[src/rtl/booth2_code_encoder_seq.sv]
`default_nettype none
// ============================================================================
// Module      : booth2_code_encoder_seq
// Description : Sequential radix-4 Booth encoder. Accepts a signed multiplier
//               B over a valid/ready handshake and streams one 3-bit Booth
//               code {b(2i+1), b(2i), b(2i-1)} per beat, with b(-1) = 0.
//               Optional build macro BOOTH_ZERO_SKIP_EN: only nonzero digits
//               are emitted, with out_idx carrying the true digit index.
// Revision    : 1.0 - initial release
// ============================================================================
module booth2_code_encoder_seq #(
    parameter  int WIDTH  = 16,
    localparam int NUM_PP = WIDTH / 2,
    localparam int IDX_W  = (NUM_PP > 1) ? $clog2(NUM_PP) : 1
) (
    input  logic             clk,
    input  logic             rst_n,
    input  logic             in_valid,
    output logic             in_ready,
    input  logic [WIDTH-1:0] in_b,
    output logic             out_valid,
    input  logic             out_ready,
    output logic [2:0]       out_code,
    output logic [IDX_W-1:0] out_idx,
    output logic             out_neg,
    output logic             out_zero,
    output logic             out_last
);

    typedef enum logic [0:0] {
        S_IDLE = 1'b0,
        S_ENC  = 1'b1
    } state_t;

    state_t           r_state;
    state_t           w_state_nxt;
    logic [WIDTH:0]   r_sr;
    logic [IDX_W-1:0] r_idx;
    logic             w_accept;
    logic             w_advance;
    logic [2:0]       w_code;
    logic             w_last;

    assign w_accept  = (r_state == S_IDLE) && in_valid;
    assign w_advance = (r_state == S_ENC) && out_ready;

    // State register; async reset aborts any operand in flight
    always_ff @(posedge clk or negedge rst_n) begin
        if (!rst_n) begin
            r_state <= S_IDLE;
        end else begin
            r_state <= w_state_nxt;
        end
    end

    // Next-state and handshake outputs, both decoded from the state register
    always_comb begin
        w_state_nxt = r_state;
        in_ready    = 1'b0;
        out_valid   = 1'b0;
        case (r_state)
            S_IDLE: begin
                in_ready = 1'b1;
                if (in_valid) begin
                    w_state_nxt = S_ENC;
                end
            end
            S_ENC: begin
                out_valid = 1'b1;
                if (out_ready && w_last) begin
                    w_state_nxt = S_IDLE;
                end
            end
            default: begin
                w_state_nxt = S_IDLE;
            end
        endcase
    end

`ifdef BOOTH_ZERO_SKIP_EN

    // Remaining nonzero digits strictly above the one currently presented
    logic [NUM_PP-1:0] r_mask;
    logic [WIDTH:0]    w_load_sr;
    logic [NUM_PP-1:0] w_load_mask;
    logic [NUM_PP-1:0] w_load_rest;
    logic [NUM_PP-1:0] w_mask_rest;

    // Index of the lowest set bit; zero when no bit is set
    function automatic logic [IDX_W-1:0] lowest_set(input logic [NUM_PP-1:0] m);
        logic [IDX_W-1:0] r;
        r = '0;
        for (int i = NUM_PP - 1; i >= 0; i--) begin
            if (m[i]) begin
                r = IDX_W'(i);
            end
        end
        return r;
    endfunction

    assign w_load_sr = {in_b, 1'b0};

    // Per-digit nonzero flags of the incoming operand
    always_comb begin
        w_load_mask = '0;
        for (int i = 0; i < NUM_PP; i++) begin
            w_load_mask[i] = (w_load_sr[2*i +: 3] != 3'b000) &&
                             (w_load_sr[2*i +: 3] != 3'b111);
        end
    end

    // m & (m - 1) drops the lowest set bit, i.e. the digit being handed out
    assign w_load_rest = w_load_mask & (w_load_mask - 1'b1);
    assign w_mask_rest = r_mask & (r_mask - 1'b1);

    // Operand held unshifted; index jumps to the next nonzero digit
    always_ff @(posedge clk or negedge rst_n) begin
        if (!rst_n) begin
            r_sr   <= '0;
            r_idx  <= '0;
            r_mask <= '0;
        end else if (w_accept) begin
            r_sr   <= w_load_sr;
            r_idx  <= lowest_set(w_load_mask);
            r_mask <= w_load_rest;
        end else if (w_advance && !w_last) begin
            r_idx  <= lowest_set(r_mask);
            r_mask <= w_mask_rest;
        end
    end

    // Select the 3-bit window of the current digit
    always_comb begin
        w_code = 3'b000;
        for (int i = 0; i < NUM_PP; i++) begin
            if (r_idx == IDX_W'(i)) begin
                w_code = r_sr[2*i +: 3];
            end
        end
    end

    assign w_last = (r_mask == '0);

`else

    localparam logic [IDX_W-1:0] C_LAST_IDX = IDX_W'(NUM_PP - 1);

    // Operand shifts right by one digit per accepted beat
    always_ff @(posedge clk or negedge rst_n) begin
        if (!rst_n) begin
            r_sr  <= '0;
            r_idx <= '0;
        end else if (w_accept) begin
            r_sr  <= {in_b, 1'b0};
            r_idx <= '0;
        end else if (w_advance) begin
            r_sr  <= {2'b00, r_sr[WIDTH:2]};
            r_idx <= r_idx + 1'b1;
        end
    end

    assign w_code = r_sr[2:0];
    assign w_last = (r_idx == C_LAST_IDX);

`endif

    assign out_code = w_code;
    assign out_idx  = r_idx;
    assign out_neg  = w_code[2] & ~(&w_code);
    assign out_zero = (w_code == 3'b000) | (w_code == 3'b111);
    // Gated so the reset/idle value is 0 regardless of the index registers
    assign out_last = (r_state == S_ENC) & w_last;

endmodule
`default_nettype wire

[config.mk]
export PLATFORM = sky130hd
export DESIGN_NAME = booth2_code_encoder_seq
export DESIGN_NICKNAME = d
export VERILOG_FILES = /design/src/rtl/booth2_code_encoder_seq.sv
export SDC_FILE = /design/constraint.sdc
export NUM_CORES = 1
export LEC_CHECK = 0
export ABC_AREA = 1
export BUFFER_PORTS_ARGS = -buffer_cell sky130_fd_sc_hd__buf_2
export CORE_AREA = 2 2 53 55
export CTS_CLUSTER_DIAMETER = 100
export DETAILED_ROUTE_END_ITERATION = 12
export DIE_AREA = 0 0 55 57
export GPL_TIMING_DRIVEN = 1
export PLACE_DENSITY = 0.71
export SYNTH_ARGS = -nofsm -noshare
export SYNTH_HDL_FRONTEND = slang
export SYNTH_SLANG_ARGS = --single-unit
[constraint.sdc]
create_clock -name clk -period 1.07 [get_ports clk]
set_input_delay 0.0535 -clock clk [delete_from_list [all_inputs] [get_ports clk]]
set_output_delay 0.0535 -clock clk [all_outputs]
set_load 0.1 [all_outputs]
# [Word level (Yosys, flattened, before mapping)]
# Cells that the tools add are included.
[totals] regBits=21 inputBits=20 out_inout_bits=11 elab_cells=26
[op_classes] n_addsub=1 eq_ne=2 mux=9 n_bitwise=5 n_reduce_logical=6
[ops] operator="$mux 17" count=2
[ops] operator="$eq 3x3->1 const B" count=2
[ops] operator="$mux 3" count=2
[ops] operator="$mux 1" count=4
[ops] operator="$add 3x1->3 const B" count=1
[ops] operator="$logic_and 1x1->1" count=3
[ops] operator="$logic_not 3->1" count=1
[ops] operator="$reduce_and 3->1" count=1
[ops] operator="$and 1x1->1" count=2
[ops] operator="$not 1->1" count=2
[ops] operator="$pmux 1 s2" count=1
[ops] operator="$reduce_bool 2->1" count=1
[ops] operator="$or 1x1->1" count=1

# [Longest topological paths before layout]
# Gate-level depths: netlist (run 1).
[logic_depth] ltp_word=4 mapped_depth=5 mapped_depth_nobuf=5

# [Worst setup path after synthesis (run 1)]
# No wires, ideal clock.
[synth_path] path_kind="register to output" start="register r_sr[0]" end="output port out_zero" t_arrival_ns=2.962 t_required_ns=1.016 setup_slack_ns=-1.945 path_stages_with_launch=3 n_path_buf=0 cell_sequence="dfrtp_1 a21oi_1 nor2_1"
[synth_between] elab_chain_len=2 elab_cells_between_ends=3 classes_between="eq/ne: 1; bitwise: 1; reduce/logical: 1"
[synth_rtl] item="start, declared" line="37" rtl="logic [WIDTH:0] r_sr;"
[synth_rtl] item="start signal, assigned" line="154" rtl="r_sr <= {in_b, 1'b0};"
[synth_rtl] item="start signal, assigned" line="157" rtl="r_sr <= {2'b00, r_sr[WIDTH:2]};"
[synth_rtl] item="$eq 3x3->1 / $logic_not 3->1 (equally long branches)" line="170" rtl="assign out_zero = (w_code == 3'b000) | (w_code == 3'b111);"
[synth_rtl] item="$or 1x1->1 *" line="170"
[synth_rtl] item="end, declared" line="26" rtl="output logic out_zero,"
# Mark *: on every way between the ends. The rest lies on a longest branch, timed or not.

# [Worst setup path after layout (run 1)]
[layout_path] start="register r_idx[1] (netlist: out_idx[1])" end="output port out_last"
[layout_between] elab_chain_len=2
[layout_rtl] item="start, declared" line="38" rtl="logic [IDX_W-1:0] r_idx;"
[layout_rtl] item="start signal, assigned" line="158" rtl="r_idx <= r_idx + 1'b1;"
[layout_rtl] item="$eq 3x3->1" line="163" rtl="assign w_last = (r_idx == C_LAST_IDX);"
[layout_rtl] item="$and 1x1->1" line="172" rtl="assign out_last = (r_state == S_ENC) & w_last;"
[layout_rtl] item="end, declared" line="27" rtl="output logic out_last"
# Every way passes these cells.

==> results_dict.tcl, run 1 <==
set metrics [dict create \
    period_needed_ns 1.58 \
    timing.final.max_slew_violations 0 \
    antenna_found_initial 0 \
    synth_fp_nets 158 \
    die_h_um 57 \
    cts.sinks 21 \
    synth_top_cell_by_area "dfrtp_1" \
    yosys-top-cells-area "dfrtp_1, nand3_1, nand2_1" \
    cts.clk_slew.worst_paths_ns 0.12 \
    drt_first_pass_iters 4 \
    seq_area_frac_synth 0.473 \
    crit_path_start_kind "flip-flop" \
    worstPathArrival_ns 1.52 \
    synth-xor-area-share 0 \
    antenna_cells 0 \
    fin_nets 219 \
    clk_latency_ns 0.32 \
    start_util 0.425 \
    worstMarginPinSlew_ns 0.514 \
    rsz0062_at_grt "true" \
    yosysUniqueCellTypes 16 \
    drv_cap 0 \
    wl_per_cell_um 15.7 \
    pre_cts_slack_ns -0.202 \
    placed_cells 199 \
    hpwl_um 1890 \
    period_share 1.47 \
    crit_path_end "out_last" \
    p_int_mw 2.90 \
    vdd_ir_drop_max_mv 3.20 \
    synth-main-ff-cell "dfrtp_1" \
    port_buffers 30 \
    track_usage 0.207 \
    outcome "finished with violations" \
    grt_pass1_vias 1054 \
    power_density_nw_per_um2 2850 \
    cts_made_buffers 3 \
    synth_top_cell_area_share 0.473 \
    finalHoldViolations 0 \
    p_sw_mw 2.90 \
    synth_top_family_by_area "simple AND/OR/NAND/NOR gates" \
    max_freq_mhz 634 \
    report.final.setup_viol 32 \
    grt_max_degree 22 \
    final_layout_size_suffix_gt1_frac 0.531 \
    synthAdderAreaFrac 0.0225 \
    cp.required_ns 1.02 \
    hp-class "in2reg" \
    finalNonFillerCells 227 \
    final_cell_area_um2 2040 \
    syn_to_final_growth_pct 83.3 \
    ys_ff_latch 21 \
    cts-root-buf "clkbuf_4" \
    synthMostInstantiatedCell "nand2_1" \
    cts_htree_levels 1 \
    layout_setup_ws_ns -0.506 \
    synth_area_um2 1110 \
    synth.area.mux_share 0 \
    wirelength_um 3560 \
    placement_rows 19 \
    synth_edf_count 0 \
    synthSimpleGateAreaFrac 0.395 \
    power_frac_comb 0.684 \
    die_x_um 55 \
    cp-end-kind "output pin" \
    slew_headroom 0.657 \
    reg2reg_slack_ns -0.40 \
    synthCells 136 \
    synth-async-reset-ratio 1.00 \
    swShare 0.500 \
    place.gp.congestion 0.764 \
    r2r_start "out_idx[1]" \
    placed_cell_area_um2 1590 \
    r2r_end "r_state" \
    grt_remaining_overflow 0 \
    grt_pass1_wl_um 4770 \
    clockPowerShare 0.070 \
    vias_per_cell 5.24 \
    synth_commonest_cells "nand2_1, nand3_1, dfrtp_1" \
    drt_iter0_drc 29 \
    violations "negative setup slack" \
    core_um2 2620 \
    syn_avg_cell_area_um2 8.17 \
    clock_path_buffers 2 \
    io_pins 31 \
    skew_ns 0.00125 \
    detail-route-antenna-nets 0 \
    ys_warn_count 0 \
    setup.worst_path.class "reg2out" \
    cp_max_fo 2 \
    p_leak_nw 0.951 \
    synth_compound_area_frac 0.0203 \
    crit_path_start "out_idx[1]" \
    p_seq_frac 0.246 \
    rr_worst_depth 7 \
    die_area_um2 3140 \
    drc 0 \
    cts_tree "built" \
    num_vias 1190 \
]
placed cells by master, fill, tap and decap left out, types with 3 or more instances in the layout:
| master | count |
|---|---|
| nand2_2 | 6 |
| dfrtp_2 | 3 |
| clkbuf_4 | 3 |
| buf_12 | 13 |
| nand3b_1 | 8 |
| dfrtp_4 | 3 |
| nand2_1 | 37 |
| nand3_1 | 19 |
| nand3_2 | 15 |
| dlygate4sd3_1 | 9 |
| nand2_8 | 5 |
| buf_2 | 19 |
| dfrtp_1 | 15 |
| buf_4 | 11 |
| buf_6 | 11 |
state kept, by name (all words and copies together) (netlist names):
register and flops:
out_idx 3, r_state 1, r_sr 17
worst min-delay path by stage:
stage                  start    endpoint  slack [ns]  cells after the start
floorplan              rst_n  out_idx[2]       -0.24                      0
global placement       rst_n  out_idx[0]        0.03                      1
detailed placement     rst_n  out_idx[1]        0.04                      1
CTS                 in_b[11]    r_sr[12]        0.01                      4
global route        in_b[13]    r_sr[14]        0.02                      4
finish              in_b[13]    r_sr[14]        0.01                      4
cell families after synthesis:
kind of cell / count (synthesis)
adder cells (fa/ha/maj): 2
flip-flops: 21
AND/OR/NAND/NOR: 93
AO/OA/AOI/OAI: 4
buffers and inverters: 16
per-stage QoR:
| stage | hold slack, ns | setup TNS (ns) | util | power (mW) |
|---|---|---|---|---|
| 2_1_floorplan | -0.242 | -5.06 | - | 3.50 |
| 3_3_place_gp | 0.0336 | -0.785 | 0.608 | 4.67 |
| 3_5_place_dp | 0.0416 | -1.05 | 0.608 | 4.74 |
| 4_1_cts | 0.0123 | -3.76 | 0.719 | 5.45 |
| 5_1_grt | 0.0219 | -6.10 | 0.779 | 6.06 |
| 6_report | 0.0116 | -4.98 | 0.779 | 5.80 |
layer usage:
layer	wire length [µm]	global-route usage
met5	0	0
met1	1330	0.270
met2	1940	0.362
met4	104	0.0418
met3	181	0.0236
layout make-up:
type,count,area [µm²]
clock buffers,3,22.5
clock inverters,1,5.00
fillers,171,578
inverters,5,25.0
multi-input cells,102,726
flip-flops and latches,21,541
well taps,31,38.8
repair buffers,64,679
worst max-delay path, cell delays in order, from the launching register on:
cell	delay [ns]
dfrtp_4	0.51
ha_4	0.17
ha_4	0.16
nand2_4	0.07
clkinvlp_4	0.11
buf_12	0.18
power by group through the flow:
stage               Combinational (mW)  Clock, mW  Sequential [mW]
floorplan                         1.70          0             1.80
global placement                  3.30          0             1.37
detailed placement                3.34          0             1.40
CTS                               3.66      0.402             1.39
global route                      4.16      0.442             1.45
finish                            3.97      0.405             1.43
repair_timing:
action / CTS / global route
endpoints found under the hold margin: 29 / 0
setup endpoints to repair: 32 / 32
hold buffers: 9 / 0
gates resized for setup: 18 / 28
buffers inserted: 8 / 6
cloned: 2 / 2
pin swaps: 7 / 13
Note: power is estimated with default switching activity, not from simulation.
==> run 2, diff against run 1 <==
==> config.mk (replaced) <==
export PLATFORM = sky130hd
export DESIGN_NAME = booth2_code_encoder_seq
export DESIGN_NICKNAME = d
export VERILOG_FILES = /design/src/rtl/booth2_code_encoder_seq.sv
export SDC_FILE = /design/constraint.sdc
export NUM_CORES = 1
export LEC_CHECK = 0
export BUFFER_PORTS_ARGS = -buffer_cell sky130_fd_sc_hd__buf_2
export CORE_AREA = 2 2 51 53
export CTS_CLUSTER_DIAMETER = 100
export DETAILED_ROUTE_END_ITERATION = 12
export DIE_AREA = 0 0 53 55
export GPL_TIMING_DRIVEN = 1
export MAX_ROUTING_LAYER = met4
export PLACE_DENSITY = 0.72
export SYNTH_ARGS = -nofsm -noshare
export SYNTH_HDL_FRONTEND = slang
export SYNTH_SLANG_ARGS = --single-unit
==> run 2 against run 1 <==
  * Highest routed layer unchanged
  * Worst setup slack improved by 0.15 ns
  * The run still ends with negative setup slack left
  * Combinational power increased by 6.5%
  * Critical endpoint unchanged
  * Non-clock buffer count decreased by 9
  * Critical path depth decreased by 1
  * Global-route usage increased by 1.6 points
==> results_dict.tcl, run 2 <==
set metrics [dict create \
    cp.required_ns 1.02 \
    layout_setup_ws_ns -0.355 \
    num_vias 919 \
    placed_cell_area_um2 1460 \
    crit_chain "ha_4, ha_4, and2_4, buf_12" \
    clockPowerShare 0.064 \
    setup_tns_ns -5.70 \
    placement_rows 18 \
    seq_area_frac_synth 0.510 \
    fin_nets 154 \
    synthMostInstantiatedCell "dfrtp_1" \
    p_seq_frac 0.239 \
    worstMarginPinSlew_ns 0.474 \
    final_common_cell "buf_2" \
    ys_warn_count 0 \
    rsz0062_at_grt "true" \
    ys_ff_latch 21 \
    yosys-top-cells-area "dfrtp_1, nand3b_1, o221a_1" \
    antenna_found_initial 0 \
    synth-async-reset-ratio 1.00 \
    track_usage 0.223 \
    slew_headroom 0.684 \
    crit_path_start_kind "flip-flop" \
    synth_commonest_cells "dfrtp_1, nand3b_1, o221a_1" \
    synth_fp_nets 102 \
    cp-end-kind "output pin" \
    hold_start "in_b[10]" \
    holdPathStages 2 \
    timing.final.max_slew_violations 0 \
    cts_htree_levels 1 \
    grt_remaining_overflow 0 \
    skew_ns 0.00554 \
    power_density_nw_per_um2 3470 \
    wl_per_cell_um 17.5 \
    min_to "r_sr[11]" \
    reg2reg_slack_ns -0.24 \
    syn_avg_cell_area_um2 12.9 \
    synth_area_um2 1030 \
    cts_tree "built" \
    antenna_cells 0 \
    p_int_mw 3.20 \
    final_layout_size_suffix_gt1_frac 0.588 \
    report.final.setup_viol 32 \
    cts.sinks 21 \
    drc 0 \
    finalHoldViolations 0 \
    synth-main-ff-cell "dfrtp_1" \
    yosysUniqueCellTypes 23 \
    r2r_end "r_sr[13]" \
    final_cell_mix "buf_2, dfrtp_1, nand3b_1, buf_12, buf_4" \
    top_register "r_sr" \
    place.gp.congestion 0.769 \
    violations "negative setup slack" \
    synth_edf_count 0 \
    largest_reg_flops 17 \
    period_needed_ns 1.42 \
    slowest_delay_ns 0.45 \
    max_freq_mhz 702 \
    rr_worst_depth 2 \
    syn_to_final_growth_pct 69.7 \
    p_sw_mw 2.87 \
    grt_max_degree 22 \
    swShare 0.472 \
    cts-root-buf "clkbuf_4" \
    synthCells 80 \
    clk_latency_ns 0.31 \
    wirelength_um 2820 \
    io_pins 31 \
    synth_top_cell_by_area "dfrtp_1" \
    synth_top_cell_area_share 0.510 \
    drv_cap 0 \
    port_buffers 30 \
    cts_made_buffers 3 \
    vdd_ir_drop_max_mv 2.69 \
    start_util 0.435 \
    cp_common_cell "ha_4" \
    final_cell_area_um2 1750 \
    critical_path.slowest_cell "dfrtp_2" \
    clock_path_buffers 2 \
    grt_pass1_vias 933 \
    p_leak_nw 0.748 \
    cp_max_fo 2 \
    drt_first_pass_iters 4 \
    hp-class "in2reg" \
    worstPathArrival_ns 1.37 \
    drt_iter0_drc 12 \
    die_area_um2 2920 \
    grt_pass1_wl_um 4410 \
    setup.worst_path.class "reg2out" \
    detail-route-antenna-nets 0 \
    vias_per_cell 5.71 \
    period_share 1.33 \
    hpwl_um 1830 \
    power_frac_comb 0.698 \
    cts.clk_slew.worst_paths_ns 0.12 \
    outcome "finished with violations" \
    core_um2 2360 \
    die_h_um 55 \
    die_x_um 53 \
    r2r_start "r_state" \
]
==> run 2: cell count changes in the layout (fill, tap and decap cells not counted), sizes merged, moves of 3 or more <==
cell / before / now
o221a: 0 / 14
nand2: 50 / 1
inv: 4 / 0
nand3b: 8 / 14
nand3: 34 / 0
mux2i: 0 / 4
dlygate4sd3: 9 / 6
buf: 55 / 49
==> run 2: layout make-up <==
type | instances | area (µm²)
Tap cell | 30 | 37.5
Fill cell | 178 | 617
Sequential cell | 21 | 536
Inverter | 1 | 7.51
Timing Repair Buffer | 55 | 552
Clock buffer | 4 | 26.3
Multi-Input combinational cell | 50 | 589
==> run 2: critical path, delay by kind of cell (launching register included) <==
family	cells	cell delay [ns]
buffers and inverters	1	0.16
and+or+nand+nor	1	0.14
DFF	1	0.45
adders and majority gates	2	0.31
==> run 2: cells by family after synthesis <==
| family | after synthesis | synth area share |
|---|---|---|
| AO/OA/AOI/OAI | 22 | 0.219 |
| flip-flops | 21 | 0.510 |
| AND/OR/NAND/NOR | 20 | 0.131 |
| buffers and inverters | 10 | 0.0620 |
| multiplexers | 5 | 0.0535 |
| adder cells (fa/ha/maj) | 2 | 0.0243 |
==> run 2: worst max-delay path by stage <==
stage / start / to / slack [ns] / cells past startpoint
after floorplan: r_state / out_idx[1] / -0.64 / 4
after global placement: r_state / r_sr[14] / -0.20 / 2
after detailed placement: r_state / r_sr[14] / -0.23 / 2
after CTS: out_idx[1] / out_last / -0.35 / 4
after global routing: out_idx[1] / out_last / -0.39 / 4
final: out_idx[1] / out_last / -0.35 / 4
==> run 2: power groups by stage <==
stage	logic (mW)	registers, mW	clock network [mW]
2_1_floorplan	2.02	1.80	0
3_3_place_gp	3.63	1.36	0
3_5_place_dp	3.73	1.39	0
4_1_cts	4.16	1.44	0.393
5_1_grt	4.40	1.48	0.433
6_report	4.23	1.45	0.385
==> run 2: stage by stage <==
stage | util | hold slack [ns] | setup slack [ns] | instances | power (mW)
after floorplan | - | -0.242 | -0.635 | 80 | 3.82
after global placement | 0.619 | 0.0322 | -0.202 | 143 | 4.99
after detailed placement | 0.619 | 0.0406 | -0.230 | 143 | 5.11
after CTS | 0.714 | 0.00473 | -0.353 | 156 | 5.99
after global routing | 0.739 | 0.00443 | -0.386 | 161 | 6.31
final | 0.739 | 0.0123 | -0.355 | 161 | 6.07
==> run 2: what timing repair did <==
action	CTS	global route
endpoints found under the setup margin	32	32
buffers inserted	8	7
hold buffers	3	3
pin swaps	3	6
cloned	1	0
endpoints found under the hold margin	23	3
resized for setup	27	7
==> run 2: metal layers <==
layer,track usage,vias to the layer above,share of wire
met1,0.271,450,0.43
met4,0.0983,0,0.020
li1,-,416,-
met3,0.0376,11,0.048
met2,0.369,42,0.51
met5,-,-,0
